[config.mk]
export PLATFORM = sky130hd
export DESIGN_NAME = aud_recorder
export DESIGN_NICKNAME = d
export VERILOG_FILES = /design/src/rtl/aud_recorder.sv
export SDC_FILE = /design/constraint.sdc
export NUM_CORES = 1
export LEC_CHECK = 0
export BUFFER_PORTS_ARGS = -buffer_cell sky130_fd_sc_hd__buf_2
export CAP_MARGIN = 20
export CORE_ASPECT_RATIO = 1.1
export CORE_MARGIN = 2
export CORE_UTILIZATION = 45
export CTS_CLUSTER_SIZE = 24
export DETAILED_ROUTE_END_ITERATION = 10
export PLACE_DENSITY = 0.78
export SYNTH_ARGS = -nofsm -noshare
export SYNTH_HDL_FRONTEND = slang
export SYNTH_SLANG_ARGS = --single-unit
export TNS_END_PERCENT = 1
[constraint.sdc]
create_clock -name i_clk -period 1.7 [get_ports i_clk]
set_input_delay 0.17 -clock i_clk [delete_from_list [all_inputs] [get_ports i_clk]]
set_output_delay 0.17 -clock i_clk [all_outputs]
set_load 0.02 [all_outputs]
[src/rtl/aud_recorder.sv]
// I2S left-channel recorder: captures 16-bit ADC samples from the WM8731 and
// streams them to SRAM with an incrementing word address, under start/pause/stop control.
module aud_recorder #(
  parameter int                ADDR_W   = 20,
  parameter logic [ADDR_W-1:0] MAX_ADDR = 20'hFFFFF,
  parameter int                SAMPLE_W = 16
) (
  input  logic                i_clk,
  input  logic                i_rst,
  input  logic                i_init_done,
  input  logic                i_start,
  input  logic                i_pause,
  input  logic                i_stop,
  input  logic                i_lrc,
  input  logic                i_adcdat,
  output logic [ADDR_W-1:0]   o_addr,
  output logic [SAMPLE_W-1:0] o_data,
  output logic                o_we,
  output logic                o_busy,
  output logic                o_full,
  output logic [ADDR_W:0]     o_len
);

  localparam int CNT_W = $clog2(SAMPLE_W);
  localparam logic [CNT_W-1:0]  CNT_ONE  = 1;
  localparam logic [CNT_W-1:0]  CNT_LAST = CNT_W'(SAMPLE_W - 1);
  localparam logic [ADDR_W-1:0] ADDR_ONE = 1;
  localparam logic [ADDR_W:0]   LEN_ONE  = 1;

  typedef enum logic [2:0] {
    IDLE,
    WAIT_FRAME,
    SHIFT,
    STORE,
    PAUSED
  } state_t;

  state_t              state;
  logic                lrc_prev;
  logic                lrc_fall;
  logic                pause_pending;
  logic [CNT_W-1:0]    bit_cnt;
  logic [SAMPLE_W-1:0] shift;

  assign lrc_fall = lrc_prev & ~i_lrc;

  // The sample word is presented on o_data with o_we during the STORE cycle;
  // the address advances on the following edge.
  always_ff @(posedge i_clk) begin
    if (i_rst) begin
      state         <= IDLE;
      lrc_prev      <= 1'b1;
      pause_pending <= 1'b0;
      bit_cnt       <= '0;
      shift         <= '0;
      o_addr        <= '0;
      o_data        <= '0;
      o_len         <= '0;
      o_we          <= 1'b0;
      o_busy        <= 1'b0;
      o_full        <= 1'b0;
    end else begin
      lrc_prev <= i_lrc;
      o_we     <= 1'b0;
      case (state)
        IDLE: begin
          if (i_start && i_init_done && !i_stop) begin
            state  <= WAIT_FRAME;
            o_busy <= 1'b1;
            o_addr <= '0;
            o_len  <= '0;
            o_full <= 1'b0;
          end
        end

        WAIT_FRAME: begin
          if (i_stop) begin
            state  <= IDLE;
            o_busy <= 1'b0;
          end else if (i_pause) begin
            state <= PAUSED;
          end else if (lrc_fall) begin
            state   <= SHIFT;
            bit_cnt <= '0;
          end
        end

        SHIFT: begin
          if (i_stop) begin
            state         <= IDLE;
            o_busy        <= 1'b0;
            pause_pending <= 1'b0;
          end else begin
            shift   <= {shift[SAMPLE_W-2:0], i_adcdat};
            bit_cnt <= bit_cnt + CNT_ONE;
            if (i_pause) begin
              pause_pending <= 1'b1;
            end
            if (bit_cnt == CNT_LAST) begin
              state  <= STORE;
              o_data <= {shift[SAMPLE_W-2:0], i_adcdat};
              o_we   <= 1'b1;
              o_len  <= o_len + LEN_ONE;
            end
          end
        end

        STORE: begin
          o_addr        <= o_addr + ADDR_ONE;
          pause_pending <= 1'b0;
          if (o_addr == MAX_ADDR) begin
            state  <= IDLE;
            o_busy <= 1'b0;
            o_full <= 1'b1;
          end else if (i_stop) begin
            state  <= IDLE;
            o_busy <= 1'b0;
          end else if (pause_pending || i_pause) begin
            state <= PAUSED;
          end else begin
            state <= WAIT_FRAME;
          end
        end

        PAUSED: begin
          if (i_stop) begin
            state  <= IDLE;
            o_busy <= 1'b0;
          end else if (i_start && !i_pause) begin
            state <= WAIT_FRAME;
          end
        end

        default: begin
          state  <= IDLE;
          o_busy <= 1'b0;
        end
      endcase
    end
  end

endmodule

==> PnR_summary.wiki <==
{| class="wikitable"
! Metric !! Value
|-
| Outcome || complete, but fails checks
|-
| Failing checks || negative setup slack
|-
| IO Count || 68
|-
| Global-route usage over all layers || 22.6%
|-
| Wire length per cell || 14.9 um
|-
| Top Layer Used || met4
|-
| Maximum fanout along the worst path || 7
|-
| Layout cell share with drive strength beyond 1 || 38.9%
|-
| Final layout net count || 618
|-
| Clock Sink Count || 84
|-
| Largest delay share family, worst path || simple AND/OR/NAND/NOR gates
|-
| Remaining antenna violation count after routing || 0
|-
| Maximum vdd drop || 596 uV
|-
| Total area of multi-input combinational cells || 2200 um^2
|-
| Initial core utilization || 46.4%
|-
| Clk_lat worst skew || 370 ps
|-
| Worst hold-check path type || primary input to flop
|-
| Core outline area || 8360 um^2
|-
| Setup crit start kind || flop
|-
| CP dominant cell by count || sky130_fd_sc_hd__or4_4
|-
| Clock-pin slew reported for the worst setup and hold paths after clock tree synthesis || 100 ps
|-
| Critical path buffers and inverters || 0
|-
| Via count of the first global-routing pass || 3899
|-
| Cell area after layout || 5300 um^2
|-
| Signal arrival time at the worst endpoint || 2080 ps
|-
| Synthesized Nets || 488
|-
| RSZ-0062 raised after global routing || yes
|-
| Max Freq || 565 MHz
|-
| Largest net degree at the start of global routing || 29
|-
| DRT met1 WL || 4.46 mm
|-
| Overall Power || 3.86 mW
|-
| Number of remaining DRC errors || 0
|-
| Core Rows || 35
|-
| Critical-path cell list || nand3_2, or4_4, or4_4, a21oi_2
|-
| Cell count after synthesis || 477
|-
| Antenna Diode Count || 0
|-
| Seq/Total Area, Yosys || 43.3%
|-
| Largest stage delay on the critical path || 540 ps
|-
| Area of the die || 9390 um^2
|-
| Detail Placement HPWL || 7.48 mm
|-
| Cell Area, Synth || 3880 um^2
|-
| Final-report setup violation count || 11
|-
| Final core utilization || 63.4%
|-
| Drt total wl || 10.8 mm
|-
| Maxcap violations || 0
|-
| Root buf cell || sky130_fd_sc_hd__clkbuf_8
|-
| Final max-slew violation count || 0
|-
| Final min period || 1770 ps
|-
| DRC violation total after the first TritonRoute iteration || 190
|-
| CP max-delay cell || sky130_fd_sc_hd__or4_4
|-
| Top area cells in the synthesized netlist || sky130_fd_sc_hd__dfxtp_1, sky130_fd_sc_hd__a21oi_1, sky130_fd_sc_hd__nand2_1, sky130_fd_sc_hd__o21ai_0, sky130_fd_sc_hd__or4_1
|-
| Gr ovfl total || 0
|-
| CP required || 2010 ps
|-
| Storage cell area || 1740 um^2
|-
| Worst setup skew after layout || 13.0 ps
|-
| TritonCTS clock tree || done
|-
| Initial antenna violation count || 0
|-
| Worst slack at placement || -121 ps
|-
| Most area-hungry cell type in the Yosys netlist || sky130_fd_sc_hd__dfxtp_1
|-
| Prevailing post-synth register cell || sky130_fd_sc_hd__dfxtp_1
|-
| Setup WS post-layout || -71.1 ps
|-
| PortBufs || 67
|-
| Total of hold buffers inserted after clock tree synthesis || 0
|-
| Routability Congestion || 0.897
|-
| Startpoint-to-endpoint class of the critical path || flop to flop
|-
| Power Density || 729 nW/um^2
|-
| Fraction of registers with async set/reset || 0%
|-
| Maximum number of buffers from clock root to sink || 2
|-
| Static Leakage || 2.08 nW
|-
| Share of the clock period used by the worst path || 104%
|-
| Yosys warnings || 0
|-
| Vias after detailed routing || 4140
|-
| Die width || 92.6 um
|-
| Syn-to-layout area delta || 36.5%
|-
| Total CTS buffers || 9
|-
| Clock H-tree levels || 3
|-
| Length of the first detailed-routing pass in iterations || 4
|-
| Avg Synthesized Cell Area || 8.14 um^2
|-
| First-pass GRT wire length || 17.3 mm
|-
| Floorplan die height || 101 um
|-
| Total negative slack for setup checks || -393 ps
|-
| Hold Vio Cnt, Final || 0
|-
| Number of flip-flops and latches in the synthesized netlist || 84
|-
| Share of Yosys cell area claimed by the top area cell type || 43.3%
|-
| Number of distinct standard cells referenced by the synthesized netlist || 57
|-
| Max-slew headroom at the worst pin || 63.2%
|-
| Count of flip-flops with a built-in enable after synthesis || 0
|-
| Critical Path End Type || flop
|-
| Transition at the pin with the smallest max-transition slack || 552 ps
|-
| Instance area at placement || 4880 um^2
|-
| Per-cell via count in the routed design || 5.73
|-
| Met2 Routed Length || 5.65 mm
|-
| Filler cell count || 732
|-
| Met3 Routed Length || 481 um
|}
==> worst reg2reg max path, cell delays in order (launching register included) <==
cell and delay [ps]:
sky130_fd_sc_hd__dfxtp_2 360, sky130_fd_sc_hd__nand3_2 110, sky130_fd_sc_hd__or4_4 540, sky130_fd_sc_hd__or4_4 540, sky130_fd_sc_hd__a21oi_2 150
==> logic make-up (layout without fill, tap and decap cells) <==
group,Yosys count,in the layout,share of synthesized area (%)
mux,3,3,0.773
simple gates,199,199,28.0
flops,84,84,43.3
compound gates,149,149,22.5
buf+inv,37,172,4.00
fa+ha+maj,3,3,0.967
xor+xnor,2,2,0.451
==> cell usage after synthesis (6+ instances only) <==
master                     instances
sky130_fd_sc_hd__nand2_1          74
sky130_fd_sc_hd__or3_1            11
sky130_fd_sc_hd__dfxtp_1          84
sky130_fd_sc_hd__inv_1             7
sky130_fd_sc_hd__o211ai_1          7
sky130_fd_sc_hd__o31ai_1          12
sky130_fd_sc_hd__a21oi_1          75
sky130_fd_sc_hd__nand3_1          18
sky130_fd_sc_hd__nor3_1            8
sky130_fd_sc_hd__nand4_1           7
sky130_fd_sc_hd__and3_1            6
sky130_fd_sc_hd__or2_2             8
sky130_fd_sc_hd__nor2_1           13
sky130_fd_sc_hd__or4_1            19
sky130_fd_sc_hd__o21ai_0          32
sky130_fd_sc_hd__clkbuf_1         24
==> timing repair <==
item,CTS,global route
buffers inserted,2,2
setup endpoints to repair,19,43
gates resized for setup,12,30
cloned,0,1
pin swaps,18,11
==> routing by layer <==
| metal | vias up | track usage [%] |
|---|---|---|
| met5 | - | 0 |
| met4 | 0 | 9.99 |
| met3 | 16 | 3.79 |
| met2 | 114 | 40.7 |
| met1 | 1998 | 26.4 |
| li1 | 2012 | - |
==> through the flow <==
step / hold slack, ps / cells
2_1_floorplan: 277 / 477
3_3_place_gp: 383 / 702
3_5_place_dp: 390 / 702
4_1_cts: 10.6 / 720
5_1_grt: 33.1 / 723
6_report: 18.7 / 723
==> worst paths after layout <==
check                                      startpoint                     end  slack, ps  cells past startpoint
worst max register to register  o_len[1]$_SDFFE_PP0P_  o_len[15]$_SDFFE_PP0P_        -70                      4
worst min register to register  shift[1]$_SDFFE_PP0P_   shift[2]$_SDFFE_PP0P_        470                      2
worst min-delay path                            i_lrc     lrc_prev$_SDFF_PP1_         20                      2
worst max-delay path            o_len[1]$_SDFFE_PP0P_  o_len[15]$_SDFFE_PP0P_        -70                      4
==> state kept, by name, indices dropped and copies added, names as in the netlist <==
register	count
o_we	1
o_full	1
o_busy	1
state	3
o_addr	20
o_len	21
lrc_prev	1
o_data	16
pause_pending	1
shift	15
bit_cnt	4
==> cells in the final DEF (no fill, tap or decap), types with 10 or more instances in the layout <==
| cell | instances |
|---|---|
| sky130_fd_sc_hd__buf_4 | 78 |
| sky130_fd_sc_hd__nand2_1 | 73 |
| sky130_fd_sc_hd__buf_2 | 68 |
| sky130_fd_sc_hd__a21oi_1 | 64 |
| sky130_fd_sc_hd__dfxtp_1 | 59 |
| sky130_fd_sc_hd__o21ai_0 | 32 |
| sky130_fd_sc_hd__nand3_1 | 17 |
| sky130_fd_sc_hd__dfxtp_2 | 16 |
| sky130_fd_sc_hd__or4_1 | 13 |
| sky130_fd_sc_hd__nor2_1 | 12 |
| sky130_fd_sc_hd__a21oi_2 | 11 |
| sky130_fd_sc_hd__or3_1 | 11 |
| sky130_fd_sc_hd__o31ai_1 | 10 |
==> where the power goes <==
| group | internal, mW | total, mW | switching (mW) |
|---|---|---|---|
| clock | 0.853 | 1.66 | 0.808 |
| combinational | 0.0955 | 0.233 | 0.137 |
| sequential | 1.96 | 1.97 | 0.00953 |
| total | 2.91 | 3.86 | 0.955 |
==> layout make-up <==
type	instances	area share (%)
Multi-Input combinational cell	356	41.5
Sequential cell	84	32.8
Timing Repair Buffer	149	18.3
Tap cell	111	2.62
Clock buffer	9	2.34
Clock inverter	7	1.98
Inverter	7	0.496
(Power assumes the default switching activity.)
